<file path="src/rtl/cache_way_ctrl.sv">
// Lookup/replacement sequencer for a 4-way set-associative cache.
// A request is latched in IDLE, the tag array is read in LOOKUP, and the four
// way tags are compared in COMPARE. A hit selects the lowest matching way.
// A miss picks a victim, preferring the lowest invalid way and otherwise the
// tree pseudo-LRU way, then holds a refill request until the fill engine
// reports completion. Every outward-facing control bit comes from a flop.
module cache_way_ctrl #(
    parameter int WAYS     = 4,
    parameter int SETS     = 64,
    parameter int IDX_BITS = 6,
    parameter int TAG_BITS = 20
) (
    input  logic                     i_clk,
    input  logic                     i_rst,
    input  logic                     i_req_valid,
    output logic                     o_req_ready,
    input  logic [IDX_BITS-1:0]      i_req_index,
    input  logic [TAG_BITS-1:0]      i_req_tag,
    output logic                     o_tag_rd_en,
    output logic [IDX_BITS-1:0]      o_tag_rd_index,
    input  logic [WAYS*TAG_BITS-1:0] i_tag_rd,
    input  logic [WAYS-1:0]          i_valid_rd,
    output logic                     o_fill_req,
    output logic [WAYS-1:0]          o_fill_way,
    output logic [IDX_BITS-1:0]      o_fill_index,
    output logic [TAG_BITS-1:0]      o_fill_tag,
    input  logic                     i_fill_done,
    output logic [WAYS-1:0]          o_way_sel,
    output logic                     o_hit,
    output logic                     o_resp_valid,
    input  logic                     i_resp_ready
);

    typedef enum logic [2:0] {
        S_IDLE,
        S_LOOKUP,
        S_COMPARE,
        S_FILL,
        S_RESP
    } state_t;

    state_t              state_q, state_d;
    logic [IDX_BITS-1:0] idx_q, idx_d;
    logic [TAG_BITS-1:0] tag_q, tag_d;
    logic [WAYS-1:0]     victim_q, victim_d;
    logic [WAYS-1:0]     way_sel_q, way_sel_d;
    logic                hit_q, hit_d;
    logic                req_ready_q, req_ready_d;
    logic                tag_rd_en_q, tag_rd_en_d;
    logic                fill_req_q, fill_req_d;
    logic                resp_valid_q, resp_valid_d;

    // One 3-bit tree per set: {b2, b1, b0}.
    logic [2:0]          plru_q [SETS];
    logic                plru_we;
    logic [2:0]          plru_wr_val;
    logic [2:0]          plru_cur;

    logic [WAYS-1:0]     match;
    logic [WAYS-1:0]     hit_oh;
    logic [WAYS-1:0]     inv_oh;
    logic [WAYS-1:0]     plru_oh;

    // Return the tree state after touching the given one-hot way; bits on the
    // other half of the tree are left alone.
    function automatic logic [2:0] plru_touch(input logic [2:0] p, input logic [WAYS-1:0] way_oh);
        logic [2:0] n;
        n = p;
        if (way_oh[0]) begin
            n[0] = 1'b1;
            n[1] = 1'b1;
        end else if (way_oh[1]) begin
            n[0] = 1'b1;
            n[1] = 1'b0;
        end else if (way_oh[2]) begin
            n[0] = 1'b0;
            n[2] = 1'b1;
        end else if (way_oh[3]) begin
            n[0] = 1'b0;
            n[2] = 1'b0;
        end
        return n;
    endfunction

    // Tag comparison and the three one-hot candidates: lowest hit, lowest invalid, tree victim.
    always_comb begin
        logic found_hit;
        logic found_inv;
        match     = '0;
        hit_oh    = '0;
        inv_oh    = '0;
        plru_oh   = '0;
        found_hit = 1'b0;
        found_inv = 1'b0;
        plru_cur  = plru_q[idx_q];
        for (int w = 0; w < WAYS; w++) begin
            match[w] = i_valid_rd[w] && (i_tag_rd[w*TAG_BITS +: TAG_BITS] == tag_q);
            if (match[w] && !found_hit) begin
                hit_oh[w] = 1'b1;
                found_hit = 1'b1;
            end
            if (!i_valid_rd[w] && !found_inv) begin
                inv_oh[w] = 1'b1;
                found_inv = 1'b1;
            end
        end
        if (!plru_cur[0]) begin
            plru_oh = plru_cur[1] ? 4'b0010 : 4'b0001;
        end else begin
            plru_oh = plru_cur[2] ? 4'b1000 : 4'b0100;
        end
    end

    // Sequencer next-state: request latch, hit/miss decision, fill wait and response hold.
    always_comb begin
        state_d     = state_q;
        idx_d       = idx_q;
        tag_d       = tag_q;
        victim_d    = victim_q;
        way_sel_d   = way_sel_q;
        hit_d       = hit_q;
        plru_we     = 1'b0;
        plru_wr_val = plru_cur;
        case (state_q)
            S_IDLE: begin
                if (i_req_valid) begin
                    idx_d   = i_req_index;
                    tag_d   = i_req_tag;
                    state_d = S_LOOKUP;
                end
            end
            S_LOOKUP: begin
                state_d = S_COMPARE;
            end
            S_COMPARE: begin
                if (|match) begin
                    way_sel_d   = hit_oh;
                    hit_d       = 1'b1;
                    plru_we     = 1'b1;
                    plru_wr_val = plru_touch(plru_cur, hit_oh);
                    state_d     = S_RESP;
                end else begin
                    victim_d = (|inv_oh) ? inv_oh : plru_oh;
                    state_d  = S_FILL;
                end
            end
            S_FILL: begin
                if (i_fill_done) begin
                    way_sel_d   = victim_q;
                    hit_d       = 1'b0;
                    plru_we     = 1'b1;
                    plru_wr_val = plru_touch(plru_cur, victim_q);
                    state_d     = S_RESP;
                end
            end
            S_RESP: begin
                if (i_resp_ready) begin
                    state_d = S_IDLE;
                end
            end
            default: begin
                state_d = S_IDLE;
            end
        endcase
        req_ready_d  = (state_d == S_IDLE);
        tag_rd_en_d  = (state_d == S_LOOKUP);
        fill_req_d   = (state_d == S_FILL);
        resp_valid_d = (state_d == S_RESP);
    end

    // State, registered outputs and the per-set PLRU table; reset clears everything at once.
    always_ff @(posedge i_clk or posedge i_rst) begin
        if (i_rst) begin
            state_q      <= S_IDLE;
            idx_q        <= '0;
            tag_q        <= '0;
            victim_q     <= '0;
            way_sel_q    <= '0;
            hit_q        <= 1'b0;
            req_ready_q  <= 1'b1;
            tag_rd_en_q  <= 1'b0;
            fill_req_q   <= 1'b0;
            resp_valid_q <= 1'b0;
            for (int s = 0; s < SETS; s++) begin
                plru_q[s] <= 3'b000;
            end
        end else begin
            state_q      <= state_d;
            idx_q        <= idx_d;
            tag_q        <= tag_d;
            victim_q     <= victim_d;
            way_sel_q    <= way_sel_d;
            hit_q        <= hit_d;
            req_ready_q  <= req_ready_d;
            tag_rd_en_q  <= tag_rd_en_d;
            fill_req_q   <= fill_req_d;
            resp_valid_q <= resp_valid_d;
            if (plru_we) begin
                plru_q[idx_q] <= plru_wr_val;
            end
        end
    end

    assign o_req_ready    = req_ready_q;
    assign o_tag_rd_en    = tag_rd_en_q;
    assign o_tag_rd_index = idx_q;
    assign o_fill_req     = fill_req_q;
    assign o_fill_way     = victim_q;
    assign o_fill_index   = idx_q;
    assign o_fill_tag     = tag_q;
    assign o_way_sel      = way_sel_q;
    assign o_hit          = hit_q;
    assign o_resp_valid   = resp_valid_q;

endmodule

</file>
<file path="config.mk">
export PLATFORM = sky130hd
export DESIGN_NAME = cache_way_ctrl
export DESIGN_NICKNAME = d
export VERILOG_FILES = /design/src/rtl/cache_way_ctrl.sv
export SDC_FILE = /design/constraint.sdc
export NUM_CORES = 1
export LEC_CHECK = 0
export BUFFER_PORTS_ARGS = -buffer_cell sky130_fd_sc_hd__buf_2
export CAP_MARGIN = 40
export CORE_MARGIN = 2
export CORE_UTILIZATION = 59
export DETAILED_ROUTE_END_ITERATION = 8
export PLACE_DENSITY = 0.91
export SKIP_CTS_REPAIR_TIMING = 1
export SYNTH_ARGS = -nofsm -noshare
export SYNTH_HDL_FRONTEND = slang
export SYNTH_SLANG_ARGS = --single-unit
</file>
<file path="constraint.sdc">
create_clock -name i_clk -period 8.9 [get_ports i_clk]
set_clock_uncertainty 0.2 [all_clocks]
set_input_delay 0.445 -clock i_clk [delete_from_list [all_inputs] [get_ports i_clk]]
set_output_delay 0.445 -clock i_clk [all_outputs]
set_load 0.03 [all_outputs]
</file>
# ---- Word level (Yosys, flattened, before mapping)
# Index checks and enable logic that the tools add are counted.
dict set report classes {
  magnitude_cmp 2
  n_eq_ne 13
  mux 57
  bitwise_logic 2
  n_reduce_logical 27
}
# op n
set op_table {}
lappend op_table {{$bwmux W192} 1}
lappend op_table {{$eq A20 B20 Y1} 4}
lappend op_table {{$mux W1} 32}
lappend op_table {{$mux W3} 9}
lappend op_table {{$mux W4} 5}
lappend op_table {{$bmux W3 S6} 1}
lappend op_table {{$demux W3 S6} 1}
lappend op_table {{$pmux W3 S5} 1}
lappend op_table {{$logic_and A1 B1 Y1} 11}
lappend op_table {{$eq A3 B2 Y1 const B} 3}
lappend op_table {{$logic_not A1 Y1} 8}
lappend op_table {{$pmux W4 S2} 1}
lappend op_table {{$reduce_or A4 Y1} 2}
lappend op_table {{$ge A7 B7 Y1 const B} 1}
lappend op_table {{$lt A7 B1 Y1 const B} 1}
lappend op_table {{$not A6 Y7} 1}
lappend op_table {{$eq A3 B1 Y1 const B} 2}
lappend op_table {{$eq A3 B3 Y1 const B} 2}
lappend op_table {{$logic_not A3 Y1} 2}
lappend op_table {{$mux W2} 3}
lappend op_table {{$pmux W3 S2} 1}
lappend op_table {{$ne A2 B2 Y1 const B} 2}
lappend op_table {{$pmux W1 S2} 2}
lappend op_table {{$reduce_and A2 Y1} 2}
lappend op_table {{3 further kinds} 3}
dict set report totals {
  register_bits 234
  in_bits 115
  out_inout_bits 45
}

# ---- Depth between registers and ports, before layout
# Gate-level depths: netlist (run 1).
dict set report depth {
  depth_word 19
  depth_mapped 13
}

# ---- Worst setup path before layout (run 1)
# OpenSTA, ideal clock, no wires.
dict set report synth_path {
  path_kind {reg2reg}
  from {reg idx_q[2] (netlist: o_fill_index[2])}
  to {reg plru_q[32] (netlist name)}
  setup_time_ns 0.125
  arrival_time_ns 2.780
  required_ns 8.575
  setup_slack_ns 5.795
  path_stages_with_launch 11
  n_path_buf 2
  cell_sequence {dfrtp_1 -> buf_6 -> mux2_1 -> a221o_1 -> a222oi_1 -> a2bb2oi_2 -> nand3_2 -> nand2_1 -> nand4_4 -> buf_6 -> mux2_2}
}
dict set report synth_between {
  elab_chain_cells 11
}
# item line_no
set synth_rtl {}
lappend synth_rtl {{start: declaration} 43} ;# logic [IDX_BITS-1:0] idx_q, idx_d;
lappend synth_rtl {{start signal: assignment} 189} ;# idx_q <= idx_d;
lappend synth_rtl {{$not A6 Y7 (implied by the code) (*)} {95, 199}}
lappend synth_rtl {{$bmux W3 S6} 95} ;# plru_cur = plru_q[idx_q];
lappend synth_rtl {{$mux W3 (implied by the code) (2 in a row)} 95}
lappend synth_rtl {{$mux W1} 78} ;# end else if (way_oh[3]) begin
lappend synth_rtl {{$mux W1} 75} ;# end else if (way_oh[2]) begin
lappend synth_rtl {{$mux W1} 72} ;# end else if (way_oh[1]) begin
lappend synth_rtl {{$mux W1} 69} ;# if (way_oh[0]) begin
lappend synth_rtl {{$mux W3 (on tied branches)} {148, 136}}
lappend synth_rtl {{$pmux W3 S2} 124} ;# case (state_q)
lappend synth_rtl {{$bwmux W192 (*)} 199} ;# plru_q[idx_q] <= plru_wr_val;
lappend synth_rtl {{end signal: indexed assignment} 199}
lappend synth_rtl {{end: declaration} 54} ;# logic [2:0] plru_q [SETS];
# Mark *: on every way between the ends. The rest lies on a longest branch, timed or not. The select of a mux whose other input is x is not followed.
# A chain may end at the register's enable or synchronous reset.

# ---- Final worst setup path (run 1)
dict set report layout_path {
  from {reg idx_q[2] (netlist: o_fill_index[2])}
  to {reg plru_q[47] (netlist name)}
}
# The elaborated chain is that of the path after synthesis.

==> summary.txt, run 1 <==
Timing
  • Maximum clock rate: 0.213 GHz
  • TNS Setup: 0 ns
  • Final hold violations: 1
  • RSZ-0062 raised after global routing: false
  • Final setup fails: 0
  • Max-Slew Margin vs Limit: around two fifths
  • Worst-margin pin slew: 0.906 ns
  • WHS: -0.000791 ns
  • Period minus WS final: 4.69 ns
  • Slew Limit Fails: 0
  • Fin crit share: roughly 53%

Logic synthesis
  • Register bit total from synthesis: around 230
  • Avg Inst Size Synth: 12.6 sq um
  • Commonest cells post-synth: 233 x dfrtp_1, 195 x mux2_2, 60 x xnor2_1
  • Sequential area share after synthesis: between 40 and 50%
  • Adder-cell share of the synthesized area: 0%
  • Synth warnings: 0
  • Mux contribution to synthesized area: 23.5%
  • Mapped Cells: 1,004
  • Main synth FF type: dfrtp_1
  • Synth area leaders: dfrtp_1 46%, mux2_2 17%, xnor2_1 4.2%, mux2_4 3.0%, nor4_4 2.5%
  • Xor and xnor area share after synthesis: 5.54%
  • Cell taking the most area after synthesis: dfrtp_1
  • Post-synth cell types: 67
  • Simple-Gate Fraction of Synth Area: a little under an eighth
  • Post-synth EDFFs: 0
  • Largest family of logic cells by synthesized area: multiplexers
  • Compound-Gate Fraction of Synth Area: 8.02%
  • Syn Std Cell Area: 12,600 sq um
  • Mapped Nets: 1,119
  • Share of the synthesized area in the top cell type: 46.1%
  • Ys async rst share: 100%
  • Top-count cell post-synth: dfrtp_1

Power
  • PD cells: about 330 nW/um^2
  • Pleak: ~6.7 nW
  • Peak VDD IR: between 200 and 250 uV

Layout
  • Area of the multi-input gates: 6230 sq um
  • Sequential Area: between 5000 and 6000 sq um
  • Filler cells: about 1,400
  • Ant. Diodes: 0
  • Share of cells above drive strength 1: 42.2%
  • Nets: around 1,300
  • Final Util: 69.2%
  • Area Overhead vs Synth: 15.1%

Run
  • Max-Cap Viols: 0

Floorplan
  • Die Width: 150 um
  • Core Rows: 53
  • Initial Util: approximately 60%
  • Core Region: 21,000 sq um
  • Die area: 22,600 sq um
  • I/O pin cnt: 160
  • Die Y: 150 um

Detailed routing
  • WL/cell: 24.4 um
  • TritonRoute pass-1 iters: 9
  • Remaining DRCs: 0
  • Initial DRC Count: 993
  • DR vias/cell: 6.57
  • Wirelength, routed: 35,000 um
  • Post-route ant nets: 0
  • Vias: ~9,400

Global routing
  • Total grt overflow: 0
  • Largest net degree at the start of global routing: between 100 and 150
  • Antenna violations before repair: 0
  • GRT Util Overall: 31.0%
  • Number of global-route vias before repair: 9,778
  • First-pass GRT wire length: ~54,000 um

Placed design
  • Post-DP HPWL: roughly 23,000 um
  • Routability cong.: a little over 0.9
  • Port-buffer cells: 159

Hold path
  • HP Start: i_resp_ready
  • Hold crit path type: input port to flip-flop

Worst setup path
  • Critical path type: flip-flop to flip-flop
  • Critical Path End Type: flip-flop
  • Worst setup path start: o_fill_index[2]$_DFFE_PP0P_
  • Nature of the critical path startpoint: flip-flop
  • Reg-to-Reg Start: o_fill_index[2]$_DFFE_PP0P_
  • Req. time, crit path: 9.14 ns
  • Crit path max fanout: 40
  • Worst Path Arrival: roughly 4.9 ns

Clocking
  • CTS Buf Count: 25
  • H-tree Lvls: 1
  • CTS root buf: clkbuf_16
  • CTS tree: built
  • Clock sinks: 234
  • Clock Latency Late Sink: 0.56 ns
  • CTS Buffer Depth: 3
  • Clock transition at path regs: ~0.070 ns

Run status
  • Failing checks: hold timing
  • Status: finished with violations
## final cells by class
cell class	instances	share of cell area, %
timing repair buffer	204	8.67
clock buffer	35	4.76
inverter	10	0.309
clock inverter	8	0.808
tap	275	2.36
multi-input combinational	669	42.8
sequential	234	40.3
## registers in the layout (all words and copies together) (netlist names)
| name | flops |
|---|---|
| o_fill_index | 6 |
| o_fill_req | 1 |
| o_fill_tag | 20 |
| o_fill_way | 4 |
| o_hit | 1 |
| o_req_ready | 1 |
| o_resp_valid | 1 |
| o_tag_rd_en | 1 |
| o_way_sel | 4 |
| plru_q | 192 |
| state_q | 3 |
## metal layers
| layer | track usage [%] | routed length (um) | vias up | part of all wire (%) |
|---|---|---|---|---|
| met3 | 6.91 | 3260 | 145 | 9.3 |
| met4 | 13.6 | 1660 | 0 | 4.7 |
| li1 | - | - | 3978 | - |
| met5 | 0 | 0 | - | 0 |
| met1 | 40.4 | 13400 | 4732 | 38 |
| met2 | 49.8 | 16700 | 575 | 48 |
## cell usage in the layout, fill, tap and decap left out, types with 5 or more instances in the layout
master         synthesis  final
buf_4                  9     11
xor2_1                20     20
nand3_1               24     24
dfrtp_1              233    231
nand2b_1               6      6
nand4_1               19     19
a221oi_1              18     18
clkbuf_16              0     25
xnor2_1               60     60
buf_2                 24    159
nand2_1               32     32
nor4_1                 8      8
o21ai_0               14     14
mux2_4                25     25
clkbuf_1              35      7
nor3_4                11     11
inv_1                  9      8
a31oi_1               13     13
o22a_1                10     10
a221o_1                7      7
nor4_4                15     15
nor2_1                15     15
o22ai_1                8      8
nor3_1                27     26
a21oi_1               13     13
mux2_2               195    195
mux2_1                 8      8
dlygate4sd3_1          0     29
a22oi_1               22     22
nor2b_1                7      7
a222oi_1               5      5
mux2i_1               27     27
## final timing paths
path	endpoint	slack, ns	cells past startpoint
min	o_resp_valid$_DFF_PP0_	-0.0008	3
max	plru_q[47]$_DFFE_PP0P_	4.21	10
max reg2reg	plru_q[47]$_DFFE_PP0P_	4.21	10
max in group asynchronous	o_fill_index[4]$_DFFE_PP0P_	6.92	4
min reg2reg	plru_q[70]$_DFFE_PP0P_	0.30	1
min in group asynchronous	o_tag_rd_en$_DFF_PP0_	0.35	3
## cell families after synthesis
| kind of cell | after synthesis |
|---|---|
| compound gates | 132 |
| xor+xnor | 80 |
| buf+inv | 101 |
| flops | 234 |
| mux | 257 |
| simple gates | 200 |
## critical path: stages, from the launching register on
cell,delay (ns)
dfrtp_2,0.87
buf_4,0.59
nand2b_1,0.54
o22a_1,0.23
a31oi_1,0.08
nor4_2,0.64
nand3_2,0.19
nand2_1,0.15
nand4_4,0.37
buf_12,0.33
mux2_2,0.29
## metrics by stage
stage	worst slack (ns)	total power, mW	cells	hold WS [ns]	cell area, sq um
global placement	4.21	3.56	1358	0.267	13400
CTS	4.33	4.75	1406	-0.130	14300
finish	4.21	4.81	1435	-0.000791	14600
detailed placement	4.39	3.69	1363	0.279	13500
global route	4.07	5.00	1435	0.00426	14600
floorplan	1.84	3.19	1004	0.264	12600
## report_power, final
group / switching, mW / total, mW / internal [mW]
combinational: 1.31 / 2.05 / 0.736
sequential: 0.376 / 1.71 / 1.33
clock: 0.449 / 1.05 / 0.606
(Power assumes the default switching activity.)
==> run 2: changes to the inputs <==
--- a/config.mk
+++ b/config.mk
@@ -8,9 +8,9 @@
 export BUFFER_PORTS_ARGS = -buffer_cell sky130_fd_sc_hd__buf_2
 export CAP_MARGIN = 40
 export CORE_MARGIN = 2
-export CORE_UTILIZATION = 59
+export CORE_UTILIZATION = 53
 export DETAILED_ROUTE_END_ITERATION = 8
-export PLACE_DENSITY = 0.91
+export PLACE_DENSITY = 0.87
 export SKIP_CTS_REPAIR_TIMING = 1
 export SYNTH_ARGS = -nofsm -noshare
 export SYNTH_HDL_FRONTEND = slang
==> constraint.sdc (replaced) <==
create_clock -name i_clk -period 3.8 [get_ports i_clk]
set_clock_uncertainty 0.2 [all_clocks]
set_input_delay 0.19 -clock i_clk [delete_from_list [all_inputs] [get_ports i_clk]]
set_output_delay 0.19 -clock i_clk [all_outputs]
set_load 0.03 [all_outputs]
==> run 2 against run 1 <==
  * The flow now finishes without violations
  * Via count increased by 2.1%
  * First-iteration DRC count increased by 4.7%
  * Sequential power increased by 130%
  * Critical path type unchanged
==> summary.txt, run 2 (synthesized netlist as in run 1, its figures left out) <==
Detailed routing
  • WL/cell: 23.8 um (was 24.4 um)
  • Vias: 9,630 (was 9,430)
  • Post-route ant nets: 0 (unchanged)
  • TritonRoute pass-1 iters: 5 (was 9)
  • Wirelength, routed: 36,500 um (was 35,000 um)
  • DR vias/cell: 6.27 (was 6.57)
  • Initial DRC Count: 1,040 (was 993)
  • Remaining DRCs: 0 (unchanged)

Timing
  • Maximum clock rate: 0.267 GHz (was 0.213 GHz)
  • RSZ-0062 raised after global routing: true (was false)
  • Period minus WS final: 3.74 ns (was 4.69 ns)
  • TNS Setup: 0 ns (unchanged)
  • Worst-margin pin slew: 0.822 ns (was 0.906 ns)
  • Fin crit share: 98.4% (was 52.7%)
  • Final setup fails: 0 (unchanged)
  • Max-Slew Margin vs Limit: 44.8% (was 39.6%)
  • Slew Limit Fails: 0 (unchanged)
  • Final hold violations: 0 (was 1)

Worst setup path
  • Worst Path Arrival: 3.93 ns (was 4.92 ns)
  • Worst setup path start: o_fill_index[1]$_DFFE_PP0P_ (was o_fill_index[2]$_DFFE_PP0P_)
  • Most Frequent Cell on Critical Path: mux2_2
  • Req. time, crit path: 3.99 ns (was 9.14 ns)
  • Reg-to-Reg Start: o_fill_index[1]$_DFFE_PP0P_ (was o_fill_index[2]$_DFFE_PP0P_)
  • Crit path to: plru_q[168]$_DFFE_PP0P_ (was plru_q[47]$_DFFE_PP0P_)
  • Crit path max fanout: 64 (was 40)
  • Max incr delay on CP: 0.61 ns (was 0.87 ns)
  • R2R setup slack: 0.06 ns (was 4.21 ns)
  • Slowest cell on crit path: dfrtp_2 (unchanged)
  • Worst r2r path cells: 9 (was 10)
  • Nature of the critical path startpoint: flip-flop (unchanged)
  • Critical Path End Type: flip-flop (unchanged)
  • Critical path type: flip-flop to flip-flop (unchanged)
  • Crit path cell chain: buf_4, mux2_2, a221o_1, a222oi_1, o22ai_1, nor4_4, o22ai_4, buf_12, mux2_2 (was buf_4, nand2b_1, o22a_1, a31oi_1, nor4_2, nand3_2, nand2_1, nand4_4, buf_12, mux2_2)
  • Critical R2R Capture: plru_q[168]$_DFFE_PP0P_ (was plru_q[47]$_DFFE_PP0P_)

Clocking
  • CTS Buffer Depth: 3 (unchanged)
  • CTS tree: built (unchanged)
  • CTS Buf Count: 26 (was 25)
  • Clock transition at path regs: 0.06 ns (was 0.07 ns)
  • Clock Latency Late Sink: 0.53 ns (was 0.56 ns)
  • Clock sinks: 234 (unchanged)
  • H-tree Lvls: 1 (unchanged)
  • CTS root buf: clkbuf_16 (unchanged)

Floorplan
  • Initial Util: 53.9% (was 60.2%)
  • Die area: 25,100 sq um (was 22,600 sq um)
  • Die Y: 158 um (was 150 um)
  • Die Width: 158 um (was 150 um)
  • Core Region: 23,500 sq um (was 21,000 sq um)
  • I/O pin cnt: 160 (unchanged)
  • Core Rows: 56 (was 53)

Power
  • PD cells: 783 nW/um^2 (was 331 nW/um^2)
  • Pleak: 7.05 nW (was 6.68 nW)
  • Peak VDD IR: 462 uV (was 232 uV)

Layout
  • Largest Register: plru_q (unchanged)
  • Most frequent cells in the layout: 231 x dfrtp_1, 195 x mux2_2, 159 x buf_2, 60 x xnor2_1, 37 x buf_4 (was 231 x dfrtp_1, 195 x mux2_2, 159 x buf_2, 60 x xnor2_1, 32 x nand2_1)
  • Nets: 1,311 (was 1,259)
  • Most common cell after layout, fill and taps aside: dfrtp_1 (unchanged)
  • Final Util: 65.3% (was 69.2%)
  • Max reg flops: 192 (unchanged)
  • Area Overhead vs Synth: 21.3% (was 15.1%)
  • Ant. Diodes: 0 (unchanged)
  • Share of cells above drive strength 1: 44.9% (was 42.2%)

Placed design
  • Post-DP HPWL: 24,700 um (was 23,400 um)
  • Routability cong.: 0.993 (was 0.922)
  • Port-buffer cells: 159 (unchanged)

Run
  • Max-Cap Viols: 0 (unchanged)

Run status
  • Status: complete, no violations (was finished with violations)

Global routing
  • First-pass GRT wire length: 55,900 um (was 54,300 um)
  • Antenna violations before repair: 0 (unchanged)
  • GRT Util Overall: 29.0% (was 31.0%)
  • Number of global-route vias before repair: 9,834 (was 9,778)
  • Total grt overflow: 0 (unchanged)
  • Largest net degree at the start of global routing: 74 (was 112)

Hold path
  • Hold crit path type: input port to asynchronous set/reset pin (was input port to flip-flop)
[run 2: cell types whose count changed in the layout (fill, tap and decap cells not counted), moves of 4 or more]
cell,before,now
buf_4,11,37
buf_12,2,20
nor3_1,26,22
nor3_2,3,7
clkinv_2,1,7
dlygate4sd3_1,29,36
[run 2: final cells by class]
class                   count  area (sq um)
clock inverters            11           110
clock buffers              37           763
inverters                  10          41.3
repair buffers            255          1890
fillers                  1649          8140
flip-flops and latches    234          5860
multi-input cells         669          6270
well taps                 319           399
[run 2: where the power goes]
part	switching (mW)	internal, mW	total, mW
registers	0.806	3.12	3.93
clock network	1.03	1.53	2.56
logic	3.35	2.18	5.53
[run 2: per-layer routing]
metal / part of all wire (%) / global-route usage [%]
met4: 4.0 / 11.5
met1: 39 / 38.5
met2: 48 / 47.2
met3: 8.4 / 5.69
met5: 0 / 0
[run 2: worst min path at each step]
stage | from | end | slack [ns] | cells after the start
floorplan | i_valid_rd[0] | o_fill_way[0]$_DFFE_PP0P_ | 0.09 | 1
detailed placement | i_rst | o_way_sel[3]$_DFFE_PP0P_ | -0.006 | 2
CTS | i_rst | state_q[2]$_DFF_PP0_ | -0.56 | 2
global placement | i_req_index[1] | o_fill_index[1]$_DFFE_PP0P_ | 0.22 | 3
global route | i_rst | state_q[2]$_DFF_PP0_ | 0.04 | 3
finish | i_rst | o_way_sel[3]$_DFFE_PP0P_ | 0.03 | 3
[run 2: through the flow]
| stage | hold WS (ns) | std cells | worst slack, ns | power, mW | instance area (sq um) |
|---|---|---|---|---|---|
| final | 0.0255 | 1535 | 0.0603 | 12.0 | 15300 |
| after global routing | 0.0449 | 1535 | -0.0107 | 12.5 | 15300 |
| after global placement | 0.219 | 1446 | -0.00420 | 9.02 | 14000 |
| after detailed placement | -0.00611 | 1450 | -0.0214 | 9.24 | 14100 |
| after CTS | -0.561 | 1498 | -0.0948 | 11.9 | 14900 |
| after floorplan | 0.0865 | 1004 | 0.347 | 7.47 | 12700 |
[run 2: worst max-delay path, delay by kind of cell (launching register included)]
| family | cells | cell delay (ns) |
|---|---|---|
| buffers and inverters | 2 | 0.58 |
| AO/OA/AOI/OAI | 4 | 1.07 |
| flip-flops | 1 | 0.61 |
| multiplexers | 2 | 0.70 |
| AND/OR/NAND/NOR | 1 | 0.40 |
